--- src/rtl/if_fetch_stage_if.sv ---
// Fetch-stage bus bundle: instruction-memory request/response, redirect from execute, decode handshake.
// The fetch stage uses modport master; the memory/pipeline environment uses slave.
interface if_fetch_stage_if;
    logic        imem_req;
    logic [31:0] imem_addr;
    logic        imem_ready;
    logic        imem_rvalid;
    logic [31:0] imem_rdata;
    logic        redirect_valid;
    logic [31:0] redirect_pc;
    logic        id_ready;
    logic        id_valid;
    logic [31:0] id_pc;
    logic [31:0] id_inst;

    modport master (
        output imem_req, imem_addr, id_valid, id_pc, id_inst,
        input  imem_ready, imem_rvalid, imem_rdata, redirect_valid, redirect_pc, id_ready
    );

    modport slave (
        input  imem_req, imem_addr, id_valid, id_pc, id_inst,
        output imem_ready, imem_rvalid, imem_rdata, redirect_valid, redirect_pc, id_ready
    );
endinterface

--- src/rtl/if_fetch_stage.sv ---
// MIPS32 instruction-fetch stage: owns the PC, issues word fetches, queues in-order responses
// and hands them to decode; a redirect flushes the queue and drops responses still in flight.
module if_fetch_stage #(
    parameter logic [31:0] RESET_PC = 32'h0000_0000,
    parameter int unsigned Q_DEPTH  = 2
) (
    input  logic              clk,
    input  logic              rst,
    if_fetch_stage_if.master  bus
);
    localparam int unsigned PW = $clog2(Q_DEPTH);
    localparam int unsigned CW = PW + 1;
    localparam logic [CW:0] DEPTH_L = (CW + 1)'(Q_DEPTH);

    typedef enum logic [0:0] {ST_BOOT = 1'b0, ST_RUN = 1'b1} state_t;

    state_t          state_r, state_s;
    logic [31:0]     pc_r;
    logic [CW-1:0]   count_r, outstanding_r, discard_r;
    logic [PW-1:0]   q_wr_r, q_rd_r, tag_wr_r, tag_rd_r;
    logic [31:0]     q_pc_r   [Q_DEPTH];
    logic [31:0]     q_inst_r [Q_DEPTH];
    logic [31:0]     tag_r    [Q_DEPTH];

    logic            run_s, flush_s, pop_s, req_s, xfer_s, rsp_s, drop_s, push_s, valid_s;
    logic [CW:0]     occ_s;
    logic [CW-1:0]   out_next_s;

    // Next-state logic: BOOT lasts exactly one cycle after reset release.
    always_comb begin
        state_s = state_r;
        case (state_r)
            ST_BOOT: state_s = ST_RUN;
            ST_RUN:  state_s = ST_RUN;
            default: state_s = ST_BOOT;
        endcase
    end

    // Handshake decode; occupancy counts in-flight requests so every response is guaranteed a slot.
    always_comb begin
        run_s      = (state_r == ST_RUN);
        flush_s    = run_s & bus.redirect_valid;
        valid_s    = (count_r != '0);
        pop_s      = valid_s & bus.id_ready;
        occ_s      = {1'b0, count_r} + {1'b0, outstanding_r} - (CW + 1)'(pop_s);
        req_s      = run_s & ~bus.redirect_valid & (occ_s < DEPTH_L);
        xfer_s     = req_s & bus.imem_ready;
        rsp_s      = bus.imem_rvalid & (outstanding_r != '0);
        drop_s     = rsp_s & (discard_r != '0);
        push_s     = rsp_s & ~drop_s;
        out_next_s = outstanding_r + CW'(xfer_s) - CW'(rsp_s);
    end

    // Output drive; decode sees a NOP and zero PC whenever nothing is valid.
    always_comb begin
        bus.imem_req  = req_s;
        bus.imem_addr = pc_r;
        bus.id_valid  = valid_s;
        if (valid_s) begin
            bus.id_pc   = q_pc_r[q_rd_r];
            bus.id_inst = q_inst_r[q_rd_r];
        end else begin
            bus.id_pc   = 32'h0000_0000;
            bus.id_inst = 32'h0000_0000;
        end
    end

    // State, PC, counters and queue pointers; a redirect turns everything in flight into discards.
    always_ff @(posedge clk or negedge rst) begin
        if (!rst) begin
            state_r       <= ST_BOOT;
            pc_r          <= RESET_PC;
            count_r       <= '0;
            outstanding_r <= '0;
            discard_r     <= '0;
            q_wr_r        <= '0;
            q_rd_r        <= '0;
            tag_wr_r      <= '0;
            tag_rd_r      <= '0;
        end else begin
            state_r       <= state_s;
            outstanding_r <= out_next_s;
            if (flush_s) begin
                pc_r      <= bus.redirect_pc & 32'hFFFF_FFFC;
                count_r   <= '0;
                discard_r <= out_next_s;
                q_wr_r    <= '0;
                q_rd_r    <= '0;
                tag_wr_r  <= '0;
                tag_rd_r  <= '0;
            end else begin
                if (xfer_s) begin
                    pc_r <= pc_r + 32'd4;
                end
                count_r   <= count_r + CW'(push_s) - CW'(pop_s);
                discard_r <= discard_r - CW'(drop_s);
                q_wr_r    <= q_wr_r + PW'(push_s);
                q_rd_r    <= q_rd_r + PW'(pop_s);
                tag_wr_r  <= tag_wr_r + PW'(xfer_s);
                tag_rd_r  <= tag_rd_r + PW'(push_s);
            end
        end
    end

    // Payload storage: request PCs are tagged on transfer and paired with their word on response.
    always_ff @(posedge clk) begin
        if (push_s && !flush_s) begin
            q_pc_r[q_wr_r]   <= tag_r[tag_rd_r];
            q_inst_r[q_wr_r] <= bus.imem_rdata;
        end
        if (xfer_s) begin
            tag_r[tag_wr_r] <= pc_r;
        end
    end
endmodule
--- src/flat_wrapper.sv ---
// flat-port wrapper written by rule: the top's interface ports become plain ports
module if_fetch_stage_flat 
#(
    parameter logic [31:0] RESET_PC = 32'h0000_0000,
    parameter int unsigned Q_DEPTH  = 2
)
  (clk, rst, bus_imem_req, bus_imem_addr, bus_id_valid, bus_id_pc, bus_id_inst, bus_imem_ready, bus_imem_rvalid, bus_imem_rdata, bus_redirect_valid, bus_redirect_pc, bus_id_ready);
  if_fetch_stage_if bus_i ();
  input  logic clk;
  input  logic rst;
  output wire logic [$bits(bus_i.imem_req)-1:0] bus_imem_req;
  output wire logic [$bits(bus_i.imem_addr)-1:0] bus_imem_addr;
  output wire logic [$bits(bus_i.id_valid)-1:0] bus_id_valid;
  output wire logic [$bits(bus_i.id_pc)-1:0] bus_id_pc;
  output wire logic [$bits(bus_i.id_inst)-1:0] bus_id_inst;
  input wire logic [$bits(bus_i.imem_ready)-1:0] bus_imem_ready;
  input wire logic [$bits(bus_i.imem_rvalid)-1:0] bus_imem_rvalid;
  input wire logic [$bits(bus_i.imem_rdata)-1:0] bus_imem_rdata;
  input wire logic [$bits(bus_i.redirect_valid)-1:0] bus_redirect_valid;
  input wire logic [$bits(bus_i.redirect_pc)-1:0] bus_redirect_pc;
  input wire logic [$bits(bus_i.id_ready)-1:0] bus_id_ready;
  assign bus_imem_req = bus_i.imem_req;
  assign bus_imem_addr = bus_i.imem_addr;
  assign bus_id_valid = bus_i.id_valid;
  assign bus_id_pc = bus_i.id_pc;
  assign bus_id_inst = bus_i.id_inst;
  assign bus_i.imem_ready = bus_imem_ready;
  assign bus_i.imem_rvalid = bus_imem_rvalid;
  assign bus_i.imem_rdata = bus_imem_rdata;
  assign bus_i.redirect_valid = bus_redirect_valid;
  assign bus_i.redirect_pc = bus_redirect_pc;
  assign bus_i.id_ready = bus_id_ready;
  if_fetch_stage #(.RESET_PC(RESET_PC), .Q_DEPTH(Q_DEPTH)) u_core (.clk(clk), .rst(rst), .bus(bus_i));
endmodule
--- config.mk ---
export PLATFORM = sky130hd
export DESIGN_NAME = if_fetch_stage_flat
export DESIGN_NICKNAME = d
export VERILOG_FILES = /design/src/rtl/if_fetch_stage_if.sv /design/src/rtl/if_fetch_stage.sv /design/src/flat_wrapper.sv
export SDC_FILE = /design/constraint.sdc
export NUM_CORES = 1
export LEC_CHECK = 0
export CAP_MARGIN = 10
export CORE_MARGIN = 2
export CORE_UTILIZATION = 45
export DETAILED_ROUTE_END_ITERATION = 12
export PLACE_DENSITY = 0.78
export SYNTH_ARGS = -nofsm -noshare
export SYNTH_HDL_FRONTEND = slang
export SYNTH_SLANG_ARGS = --single-unit
export TNS_END_PERCENT = 20
--- constraint.sdc ---
create_clock -name clk -period 7.35 [get_ports clk]
set_input_delay 1.47 -clock clk [delete_from_list [all_inputs] [get_ports clk]]
set_output_delay 1.47 -clock clk [all_outputs]
set_load 0.005 [all_outputs]
==> results_dict.tcl <==
set metrics [dict create \
    grt_first_pass_wirelength_mm 30.2 \
    syn_area_sq_mm 0.00930 \
    gp_congestion 0.802 \
    via_per_inst 5.27 \
    start_util 0.460 \
    drt.antenna.violating_nets 0 \
    routed_wl_mm 19.6 \
    post_synth.cell_area_avg_sq_um 14.7 \
    drive_above_1_share 0.112 \
    cts_hold_repair.buffers 0 \
    fin_total_pwr_mw 4.20 \
    power.ir.vdd_worst_mv 0.173 \
    total_leakage_power_nw 4.26 \
    setup_tns_ns 0 \
    dr.first_iter.drc_count 434 \
    critPathMaxFanout 5 \
    critical_path.max_stage_delay_ns 0.56 \
    wl_per_cell_um 18.0 \
    crit_path_frequent_cell "clkdlybuf4s50_1" \
    synth_largest_type_area_fraction 0.594 \
    chipHeight_um 148 \
    ctsRootBufferMaster "clkbuf_16" \
    post-route-period-util 0.754 \
    floorplan_die_area_sq_mm 0.0218 \
    insertedDiodeCount 0 \
    cp_slowest_cell "clkdlybuf4s50_1" \
    number_of_filler_cells_placed_in_the_layout 1549 \
    outcome "finished clean" \
    unique_masters_post_synth 53 \
    std_cell_rows 52 \
    placed_cell_area_sq_mm 0.0112 \
    final-hold-violation-count 0 \
    synth_cells 634 \
    globalRouteOverflowTotal 0 \
    layoutNonFillerInstCount 1092 \
    yosys_warnings 0 \
    ys_ff_latch 225 \
    place.detailed.hpwl_mm 12.3 \
    tritoncts_num_sinks 225 \
    final_design_area_excluding_fillers_sq_mm 0.0120 \
    port_buffers 161 \
    detail_route.drc_violations 0 \
    crit_type "in -> out" \
    synth_seq_area_share 0.704 \
    grt_util_all_layers 0.176 \
    clkSlewWorstSetupHoldPaths_ns 0.05 \
    critPathRequiredTime_ns 5.88 \
    clockBufferDepth 3 \
    critPathCaptureType "output pin" \
    grt_start_max_net_pins 65 \
    area_delta_synth_final_pct 29.1 \
    post-route-min-period_ns 5.54 \
    arrival_ns 4.07 \
    floorplan.core_area_sq_mm 0.0202 \
    initial_antenna_violation_count 0 \
    critPathLaunchType "primary input" \
    hold_removal_path_class "reg -> reg" \
    number_of_buffers_created_by_cts 24 \
    worst_skew_pair_latency_ns 0.50 \
    routed-via-count 5751 \
    synth_flop_cell "edfxtp_1" \
    slew_headroom 0.330 \
    setup_failing_eps_final 0 \
    synth_enable_flop_cells 184 \
    cts_tree "done" \
    number_of_placed_cells_counting_well_taps 1048 \
    power_per_cell_area_mw_per_mm2 350 \
    drt_pass_1_iters 5 \
    largest_cells_by_area_after_synthesis "edfxtp_1 59%, dfrtp_1 11%, mux2i_1 6.8%" \
    first_global_vias 5488 \
    synth-async-reset-ratio 0.182 \
    synthDominantAreaCellType "edfxtp_1" \
    post_cts_buffers 0 \
    post_cts_resize_count 0 \
    io-pin-count 168 \
    max_cap_check_violation_count 0 \
    cts-htree-levels 1 \
    crit_path_cell_trace "clkdlybuf4s50_1, nor2b_1, ha_1, inv_1, nand2_1, fa_1, xnor2_1, nor4bb_1, clkdlybuf4s50_1" \
    fp.dieW_um 148 \
    clock_skew_ns 0.0107 \
    maxSlewViolCount 0 \
    fmaxAchievable_ghz 0.181 \
    tightest_slew_ns 1.01 \
    fin_nets 884 \
    grt_setup_unrepaired "no" \
]
## metrics by stage
stage          hold WS (ns)  worst slack [ns]  utilization
2_1_floorplan         0.516              2.17            -
3_3_place_gp          0.543              1.80        0.554
3_5_place_dp          0.549              1.82        0.554
4_1_cts               0.567              1.79        0.593
5_1_grt               0.580              1.59        0.593
6_report              0.564              1.81        0.593
## kinds of logic (layout without fill, tap and decap cells)
family                     count (synthesis)  count (layout)  synth area share
xor gates and xnor gates                  17              17            0.0160
muxes                                     94              94             0.105
adders and majority gates                 10              10            0.0143
buffers and inverters                     46             231            0.0210
AOI/OAI and AO/OA                         53              53            0.0408
and+or+nand+nor                          187             187            0.0974
other                                      2               5          0.000808
DFF                                      225             225             0.704
## where the power goes
group | internal [mW] | switching [mW]
sequential | 1.59 | 0.128
combinational | 0.677 | 0.607
clock | 0.727 | 0.470
## routing by layer
| metal | vias to the layer above | wire length, um | GRT usage |
|---|---|---|---|
| met3 | 36 | 1340 | 0.0380 |
| li1 | 2698 | - | - |
| met1 | 2813 | 8130 | 0.234 |
| met2 | 204 | 9780 | 0.293 |
| met5 | - | 0 | 0 |
| met4 | 0 | 383 | 0.0524 |
## final cells by class
type | count | area (sq um) | share of cell area
clock inverters | 9 | 104 | 0.00865
inverters | 17 | 63.8 | 0.00531
flip-flops and latches | 225 | 6560 | 0.546
well taps | 270 | 338 | 0.0281
repair buffers | 170 | 1670 | 0.139
clock buffers | 35 | 693 | 0.0577
multi-input cells | 366 | 2580 | 0.215
## layout by cell type (no fill, tap or decap), drive strengths merged, types with 5 or more instances in the layout
cell	instances
a22oi	8
buf	10
clkbuf	35
clkdlybuf4s50	160
clkinv	5
conb	5
dfrtp	41
edfxtp	184
ha	9
inv	19
mux2	31
mux2i	63
nand2	28
nand3	23
nand4	14
nor2	93
nor3	8
o21ai	11
o311ai	8
xnor2	11
xor2	6
## critical path, delay by kind of cell
kind,cells,cell delay [ns]
adders and majority gates,2,0.66
buffers and inverters,3,1.10
and+or+nand+nor,3,0.62
xor gates and xnor gates,1,0.23
## sequential cells by signal, summed over array words and instances, names as in the netlist, 2 cells and up
signal                flops
u_core.q_pc_r            60
u_core.count_r            2
u_core.bus.imem_addr     30
u_core.tag_r             60
u_core.q_inst_r          64
u_core.outstanding_r      2
u_core.discard_r          2
## cell usage after synthesis, types with 6 or more instances
cell type  number
a22oi_1         8
inv_1          16
o21ai_0        11
dfrtp_1        41
nand2_1        28
edfxtp_1      184
mux2i_1        63
nand4_1        13
buf_2           6
ha_1            9
mux2_2         31
xor2_1          6
clkbuf_1       14
nor2_1         92
xnor2_1        11
nand3_1        21
nor3_1          7
o311ai_0        8
## worst paths after layout
path                                          startpoint                             end  slack, ns  cells past startpoint
max in group asynchronous                            rst         u_core.q_rd_r$_DFF_PN0_       5.53                      1
min in group asynchronous                            rst   u_core.discard_r[0]$_DFF_PN0_       1.11                      1
min                        u_core.tag_r[1][28]$_DFFE_PP_  u_core.q_pc_r[1][28]$_DFFE_PP_       0.56                      1
max reg2reg                  u_core.count_r[1]$_DFF_PN0_   u_core.tag_r[1][27]$_DFFE_PP_       3.26                     12
min reg2reg                u_core.tag_r[1][28]$_DFFE_PP_  u_core.q_pc_r[1][28]$_DFFE_PP_       0.56                      1
max                                         bus_id_ready                    bus_imem_req       1.81                      9
Note: power is estimated with default switching activity, not from simulation.
